==> src/rtl/fp_arb_pkg.sv <==
// Shared types and helpers for the FP adder arbiter: tag-pipeline entry,
// default adder latency and a slice extractor for flattened operand buses.
package fp_arb_pkg;

  localparam int FP_ADD_LATENCY  = 4;
  localparam int FP_ARB_MAX_REQ  = 16;
  localparam int FP_ARB_MAX_PREC = 64;
  localparam int FP_ARB_TAG_W    = 4;
  localparam int FP_ARB_BUS_W    = FP_ARB_MAX_REQ * FP_ARB_MAX_PREC;

  // Tag width covers the full legal requester range; narrower configs zero-extend.
  typedef struct packed {
    logic                    valid;
    logic [FP_ARB_TAG_W-1:0] tag;
  } fp_arb_tag_t;

  function automatic logic [FP_ARB_BUS_W-1:0] fp_arb_slice(
    input logic [FP_ARB_BUS_W-1:0] bus,
    input int                      idx,
    input int                      width
  );
    return bus >> (idx * width);
  endfunction

endpackage

==> src/rtl/fp_adder_arbiter_rr_arbiter.sv <==
// Combinational priority search starting at ptr_i and wrapping modulo NUM_REQ;
// returns a one-hot grant and its encoded index.
module rr_arbiter #(
  parameter int NUM_REQ = 4,
  parameter int TAG_W   = $clog2(NUM_REQ)
) (
  input  logic [NUM_REQ-1:0] req_i,
  input  logic [TAG_W-1:0]   ptr_i,
  output logic [NUM_REQ-1:0] gnt_o,
  output logic [TAG_W-1:0]   idx_o
);

  logic found;
  int   cand;

  always_comb begin
    gnt_o = '0;
    idx_o = '0;
    found = 1'b0;
    cand  = 0;
    for (int k = 0; k < NUM_REQ; k++) begin
      cand = (int'(ptr_i) + k) % NUM_REQ;
      if (!found && req_i[cand]) begin
        found       = 1'b1;
        gnt_o[cand] = 1'b1;
        idx_o       = TAG_W'(cand);
      end
    end
  end

endmodule

==> src/rtl/fp_adder_arbiter.sv <==
// Shares one fixed-latency FP adder among NUM_REQ requesters and routes each sum
// back by tag. Define FP_ARB_ROUND_ROBIN_EN for rotating priority; else fixed priority.
module fp_adder_arbiter
  import fp_arb_pkg::*;
#(
  parameter int PRECISION   = 32,
  parameter int EXPONENT    = 8,
  parameter int FRACTION    = 23,
  parameter int NUM_REQ     = 4,
  parameter int ADD_LATENCY = FP_ADD_LATENCY,
  parameter int TAG_W       = $clog2(NUM_REQ)
) (
  input  logic                         clk,
  input  logic                         reset,
  input  logic [NUM_REQ-1:0]           req_valid,
  output logic [NUM_REQ-1:0]           req_ready,
  input  logic [NUM_REQ*PRECISION-1:0] req_a,
  input  logic [NUM_REQ*PRECISION-1:0] req_b,
  output logic [PRECISION-1:0]         add_a,
  output logic [PRECISION-1:0]         add_b,
  input  logic [PRECISION-1:0]         add_result,
  output logic [NUM_REQ-1:0]           rsp_valid,
  output logic [PRECISION-1:0]         rsp_data,
  output logic                         busy
);

  if (NUM_REQ < 2 || NUM_REQ > FP_ARB_MAX_REQ) begin : g_bad_num_req
    $error("fp_adder_arbiter: NUM_REQ must be 2..16");
  end
  if (EXPONENT + FRACTION + 1 != PRECISION || PRECISION > FP_ARB_MAX_PREC) begin : g_bad_fmt
    $error("fp_adder_arbiter: PRECISION must equal 1+EXPONENT+FRACTION and be <= 64");
  end

  logic [NUM_REQ-1:0]   arb_gnt;
  logic [TAG_W-1:0]     gnt_idx;
  logic [TAG_W-1:0]     search_start;
  logic                 accept;
  logic [PRECISION-1:0] add_a_q, add_a_d, add_b_q, add_b_d;
  logic [NUM_REQ-1:0]   rsp_valid_q, rsp_valid_d;
  logic [PRECISION-1:0] rsp_data_q, rsp_data_d;
  logic                 busy_c;
  // Stage 0 lines up with add_a/add_b; stage ADD_LATENCY lines up with add_result.
  fp_arb_tag_t          tag_q [ADD_LATENCY+1];

  rr_arbiter #(
    .NUM_REQ (NUM_REQ),
    .TAG_W   (TAG_W)
  ) u_arb (
    .req_i (req_valid),
    .ptr_i (search_start),
    .gnt_o (arb_gnt),
    .idx_o (gnt_idx)
  );

  // Handshake: requester i transfers its operand pair on a rising edge where
  // req_valid[i] && req_ready[i]; req_ready is never high without req_valid.
  assign req_ready = reset ? '0 : arb_gnt;
  assign accept    = |req_ready;

`ifdef FP_ARB_ROUND_ROBIN_EN
  logic [TAG_W-1:0] ptr_q, ptr_d;

  always_comb begin
    ptr_d = ptr_q;
    if (accept) begin
      ptr_d = (gnt_idx == TAG_W'(NUM_REQ-1)) ? '0 : gnt_idx + TAG_W'(1);
    end
  end

  always_ff @(posedge clk) begin
    if (reset) ptr_q <= '0;
    else       ptr_q <= ptr_d;
  end

  assign search_start = ptr_q;
`else
  assign search_start = '0;
`endif

  always_comb begin
    add_a_d = '0;
    add_b_d = '0;
    if (accept) begin
      add_a_d = PRECISION'(fp_arb_slice(FP_ARB_BUS_W'(req_a), int'(gnt_idx), PRECISION));
      add_b_d = PRECISION'(fp_arb_slice(FP_ARB_BUS_W'(req_b), int'(gnt_idx), PRECISION));
    end
  end

  always_ff @(posedge clk) begin
    if (reset) begin
      add_a_q <= '0;
      add_b_q <= '0;
    end else begin
      add_a_q <= add_a_d;
      add_b_q <= add_b_d;
    end
  end

  always_ff @(posedge clk) begin
    if (reset) begin
      for (int k = 0; k <= ADD_LATENCY; k++) tag_q[k] <= '0;
    end else begin
      tag_q[0] <= '{valid: accept, tag: FP_ARB_TAG_W'(gnt_idx)};
      for (int k = 1; k <= ADD_LATENCY; k++) tag_q[k] <= tag_q[k-1];
    end
  end

  always_comb begin
    rsp_valid_d = '0;
    rsp_data_d  = rsp_data_q;
    if (tag_q[ADD_LATENCY].valid) begin
      rsp_valid_d = NUM_REQ'(1) << tag_q[ADD_LATENCY].tag;
      rsp_data_d  = add_result;
    end
  end

  always_ff @(posedge clk) begin
    if (reset) begin
      rsp_valid_q <= '0;
      rsp_data_q  <= '0;
    end else begin
      rsp_valid_q <= rsp_valid_d;
      rsp_data_q  <= rsp_data_d;
    end
  end

  always_comb begin
    busy_c = |rsp_valid_q;
    for (int k = 0; k <= ADD_LATENCY; k++) busy_c = busy_c | tag_q[k].valid;
  end

  assign add_a     = add_a_q;
  assign add_b     = add_b_q;
  assign rsp_valid = rsp_valid_q;
  assign rsp_data  = rsp_data_q;
  assign busy      = busy_c;

endmodule
==> config.mk <==
export PLATFORM = sky130hd
export DESIGN_NAME = fp_adder_arbiter
export DESIGN_NICKNAME = d
export VERILOG_FILES = /design/src/rtl/fp_arb_pkg.sv /design/src/rtl/fp_adder_arbiter_rr_arbiter.sv /design/src/rtl/fp_adder_arbiter.sv
export SDC_FILE = /design/constraint.sdc
export NUM_CORES = 1
export LEC_CHECK = 0
export BUFFER_PORTS_ARGS = -buffer_cell sky130_fd_sc_hd__buf_4
export CAP_MARGIN = 15
export CORE_AREA = 2 2 153 155
export DETAILED_ROUTE_END_ITERATION = 8
export DIE_AREA = 0 0 155 157
export PLACE_DENSITY = 0.58
export SKIP_CTS_REPAIR_TIMING = 1
export SLEW_MARGIN = 20
export SYNTH_ARGS = -nofsm -noshare
export SYNTH_HDL_FRONTEND = slang
export SYNTH_HIERARCHICAL = 1
export SYNTH_SLANG_ARGS = --single-unit
==> constraint.sdc <==
create_clock -name clk -period 3.65 [get_ports clk]
set_input_delay 0.73 -clock clk [delete_from_list [all_inputs] [get_ports clk]]
set_output_delay 0.73 -clock clk [all_outputs]
set_load 0.01 [all_outputs]
==> results of run 1 <==
-- final cells by class --
cell class	instances	share of cell area [%]
Clock buffer	20	4.64
Inverter	3	0.120
Clock inverter	12	1.16
Sequential cell	115	24.5
Multi-Input combinational cell	276	33.2
Timing Repair Buffer	406	32.6
Tap cell	285	3.79
-- final timing paths --
kind	start	endpoint	depth (start not counted)	slack (ns)
worst max-delay path	req_valid[2]	req_ready[3]	7	0.57
worst min-delay path	tag_q[0][11]$_SDFF_PP0_	tag_q[0][16]$_SDFF_PP0_	1	0.43
worst max register to register	tag_q[0][24]$_SDFF_PP0_	rsp_data[7]$_SDFFE_PP0P_	3	2.39
worst min register to register	tag_q[0][11]$_SDFF_PP0_	tag_q[0][16]$_SDFF_PP0_	1	0.43
-- report_power, final --
part           switching (mW)  internal (mW)  leakage (nW)
logic                   0.470          0.707          3.21
clock network           0.623          0.936         0.253
registers              0.0389           1.38         0.945
-- cells in the final DEF, fill, tap and decap left out, drive strengths merged, types with 2 or more instances in the layout --
cell	synthesis	routed
inv	3	5
and3b	64	64
ha	5	5
mux2i	33	33
clkbuf	16	20
nand3	2	2
nor2b	24	24
buf	24	406
conb	1	13
a221oi	5	5
clkinvlp	0	5
dfxtp	115	115
nand2	5	5
mux4	68	68
nor3	3	3
nor4bb	2	2
nor2	36	36
o2bb2ai	5	5
clkinv	0	4
-- state kept, by name (all words and copies together) (netlist names) --
signal / cells
add_a: 32
rsp_valid: 4
tag_q: 15
rsp_data: 32
add_b: 32
-- layer usage --
metal | routed length (um) | up-vias
met1 | 8110 | 2429
met4 | 518 | 2
met5 | 12 | -
li1 | - | 2381
met3 | 1960 | 37
met2 | 10800 | 246
-- cell families after synthesis --
logic type,Yosys count,synth area share [%]
and+or+nand+nor,142,17.6
DFF,115,41.1
muxes,102,33.5
buffers and inverters,43,4.47
AOI/OAI and AO/OA,14,2.17
adders and majority gates,5,1.12
other,1,0.0670
-- per-stage QoR --
step	std cells	worst slack [ns]
finish	1117	0.573
global route	1117	0.466
CTS	1117	0.569
detailed placement	1085	0.247
global placement	1085	0.289
floorplan	434	0.774
==> impl_metrics.tcl, run 1 <==
set metrics [dict create \
    status "complete, no violations" \
    fin_nets 1118 \
    regArea_um2 2300 \
    rows 55 \
    clock_path_buffers 2 \
    crit_chain "buf_4 > mux4_2 > nand2b_4 > nor3_4 > o2bb2ai_1 > nor2b_1 > buf_4" \
    ys_types 33 \
    viasPerCell 4.56 \
    met2_usage_pct 30.5 \
    critical_path_class "in2out" \
    place.gp.congestion 0.805 \
    setup_viol_count_final 0 \
    hpwl_um 16800 \
    ys_top_cells_by_count "dfxtp_1, mux4_2, and3b_1" \
    grt_antenna_before_repair 1 \
    use_met3_pct 6.94 \
    antenna_left 0 \
    finalHoldViolCount 0 \
    first_iter_violations 229 \
    hold_path.class "reg2reg" \
    dr.pass1.iters 4 \
    grt_overflow_total 0 \
    remaining_drc_errors 0 \
    dieArea_um2 24300 \
    multi_input_area_um2 3120 \
    finalMaxSlewViolations 0 \
    crit_fanout 7 \
    drv_cap 0 \
    worst_setup_path_end_kind "primary output" \
    root_buffer "clkbuf_16" \
    die_h_um 157 \
    grt_pass1_vias 5347 \
    power_density_nw_per_um2 442 \
    antenna_cells 0 \
    slew_headroom_pct 44.2 \
    core_um2 22500 \
    start_util_pct 24.9 \
    slowest_delay_ns 0.50 \
    required_ns 2.92 \
    cts_tree "yes" \
    finalClockSkew_ns 0.00786 \
    grt_max_degree 79 \
    die_w_um 155 \
    syn_avg_cell_area_um2 13.3 \
    grt_setup_unrepaired "no" \
    cpLargestDelayFamily "simple AND/OR/NAND/NOR gates" \
    synth_cells 422 \
    place_area_um2 8870 \
    tns_ns 0 \
    yosysMostFrequentCell "dfxtp_1" \
    syn-cell-area_um2 5600 \
    busiest_layer "met2" \
    wl_per_cell_um 19.1 \
    yosysSeqAreaShare_pct 41.1 \
    synth_top_area_share_pct 41.1 \
    wirelength_um 21400 \
    synthTopCellsByArea "dfxtp_1, mux4_2, and3b_1" \
    slowest_stage "mux4_2" \
    total_power_mw 4.16 \
    n_fill_cell 2216 \
    io_pins 399 \
    synth_edf_count 0 \
    worstMarginPinSlew_ns 0.836 \
    ys_ff_latch 115 \
    final_core_util_pct 41.8 \
    p_leak_nw 4.40 \
    finish.instance_area_um2 9410 \
    worstPathArrival_ns 2.35 \
    whs_ns 0.433 \
    grt_use_total_pct 17.3 \
    h-tree-depth 4 \
    port_buffers 398 \
    clock_sinks 115 \
    timing.fmax_mhz 325 \
    grt_util_met1_pct 19.0 \
    grt_pass1_wl_um 31500 \
    worst-path-buf-inv 2 \
    start_kind "input port" \
    async_flop_share_pct 0 \
    drive_above_1_share_pct 61.4 \
    clk-insertion-delay-late_ns 0.41 \
    final.min_clock_period_ns 3.08 \
    cts.clk_slew.worst_paths_ns 0.06 \
    yosysTopAreaCell "dfxtp_1" \
    synthFlopType "dfxtp_1" \
    finalCritPeriodShare_pct 84.3 \
    ys_warn_count 6 \
    ir_drop_uv 199 \
    cts_buffers 17 \
    vias 5095 \
    area_growth_pct 68.1 \
    cp_common_cell "buf_4" \
]
(Power assumes the default switching activity.)
==> inputs of run 2 (changes only) <==
--- a/config.mk
+++ b/config.mk
@@ -10,7 +10,7 @@
 export CORE_AREA = 2 2 153 155
 export DETAILED_ROUTE_END_ITERATION = 8
 export DIE_AREA = 0 0 155 157
-export PLACE_DENSITY = 0.58
+export PLACE_DENSITY = 0.6
 export SKIP_CTS_REPAIR_TIMING = 1
 export SLEW_MARGIN = 20
 export SYNTH_ARGS = -nofsm -noshare
==> constraint.sdc (replaced) <==
create_clock -name clk -period 2.59 [get_ports clk]
set_input_delay 0.518 -clock clk [delete_from_list [all_inputs] [get_ports clk]]
set_output_delay 0.518 -clock clk [all_outputs]
set_load 0.01 [all_outputs]
==> run 2 against run 1 <==
Against the previous run:
- critical endpoint unchanged
- wire length up 0.75%
- sequential share of layout area is 0.97 points lower
- count of clock-buffer cells in the layout is 1 lower
- final cell count rose by 2.4%
- non-clock buffer count increased by 27
- clock power rose by 47%
- worst hold slack got worse by 0.087 ns
- combinational power grew 53%
- setup slack worse by 0.55 ns
- critical path depth grew 1
- first-iteration DRC count increased by 22%
- register-to-register slack worse by 1.3 ns
- largest power group unchanged
==> impl_metrics.tcl, run 2 (same netlist as run 1, synthesis figures left out) <==
set metrics [dict create \
    final_cell_mix "buf_4, dfxtp_1, mux4_2" \
    wirelength_um 21500 \
    cts_buffers 17 \
    antenna_cells 0 \
    setup_ws_ns 0.0213 \
    clockPowerShare_pct 37.6 \
    p_seq_share_pct 32.9 \
    clock_path_buffers 2 \
    hold_path.class "in2reg" \
    comb_power_share_pct 29.5 \
    preCtsSetupSlack_ns -0.196 \
    cts_tree "yes" \
    fin_nets 1145 \
    grt_setup_unrepaired "yes" \
    r2r_slack_ns 1.13 \
    grt_use_total_pct 17.1 \
    die_w_um 155 \
    clk-insertion-delay-late_ns 0.41 \
    status "complete, no violations" \
    p_leak_nw 4.63 \
    remaining_drc_errors 0 \
    io_pins 399 \
    grt_antenna_before_repair 0 \
    rows 55 \
    place.gp.congestion 0.860 \
    start_kind "input port" \
    place_area_um2 9160 \
    p_int_mw 4.45 \
    wl_per_cell_um 18.8 \
    final_core_util_pct 43.6 \
    finalHoldViolCount 0 \
    final.min_clock_period_ns 2.57 \
    hpwl_um 17300 \
    grt_pass1_vias 5288 \
    finish.instance_area_um2 9800 \
    final_common_cell "buf_4" \
    root_buffer "clkbuf_16" \
    switching_power_mw 1.66 \
    grt_pass1_wl_um 31500 \
    grt_overflow_total 0 \
    cts.clk_slew.worst_paths_ns 0.06 \
    drive_above_1_share_pct 63.4 \
    switching_share_pct 27.2 \
    area_growth_pct 75.1 \
    port_buffers 398 \
    worstPathArrival_ns 2.05 \
    grt_max_degree 80 \
    start_util_pct 24.9 \
    clock_sinks 115 \
    h-tree-depth 4 \
    setup_viol_count_final 0 \
    finalClockSkew_ns 0.00672 \
    dr.pass1.iters 4 \
    core_um2 22500 \
    finalCritPeriodShare_pct 99.2 \
    worst_setup_path_end_kind "primary output" \
    drv_cap 0 \
    crit_fanout 6 \
    viasPerCell 4.56 \
    tns_ns 0 \
    power_density_nw_per_um2 623 \
    dieArea_um2 24300 \
    required_ns 2.07 \
    die_h_um 157 \
    timing.fmax_mhz 389 \
    antenna_left 0 \
    critical_path_class "in2out" \
    ir_drop_uv 345 \
    total_power_mw 6.11 \
    finalMaxSlewViolations 0 \
    vias 5219 \
    first_iter_violations 280 \
]
run 2: area by class of cell:
cell class                      instances  area [um^2]
Clock buffer                           19          453
Timing Repair Buffer                  433         3410
Fill cell                            2121        12700
Clock inverter                         13          123
Multi-Input combinational cell        276         3150
Inverter                                3         11.3
Sequential cell                       115         2300
Tap cell                              285          357
run 2: routing by layer:
layer / track usage, % / wire, um / vias to the layer above
li1: - / - / 2446
met1: 20.0 / 8370 / 2540
met2: 30.9 / 11200 / 221
met3: 5.12 / 1820 / 12
met4: 3.75 / 195 / 0
met5: 0 / 0 / -
run 2: power groups by stage:
| stage | combinational [mW] | sequential [mW] | clock, mW |
|---|---|---|---|
| final | 1.80 | 2.01 | 2.30 |
| after floorplan | 0.806 | 2.12 | 0 |
| after global routing | 1.93 | 2.02 | 2.44 |
| after global placement | 1.79 | 2.05 | 0 |
| after CTS | 1.80 | 2.01 | 2.36 |
| after detailed placement | 1.80 | 2.05 | 0 |
run 2: through the flow:
stage                     hold WS [ns]  std cells
after floorplan                  0.414        434
after global placement           0.417       1107
after detailed placement         0.423       1107
after CTS                        0.326       1139
after global routing             0.327       1144
final                            0.347       1144
run 2: path summary, 6_finish.rpt:
path,start,to,cells after the start
worst max-delay path,req_valid[1],req_ready[3],8
worst min register to register,tag_q[0][11]$_SDFF_PP0_,tag_q[0][16]$_SDFF_PP0_,1
worst min-delay path,add_result[19],rsp_data[19]$_SDFFE_PP0P_,3
worst max register to register,tag_q[0][24]$_SDFF_PP0_,rsp_data[26]$_SDFFE_PP0P_,3
run 2: critical path: stages:
cell	delay [ns]
buf_4	0.11
mux4_2	0.54
buf_6	0.16
nor3_4	0.19
buf_6	0.13
o2bb2ai_2	0.11
nor2b_1	0.15
buf_4	0.13
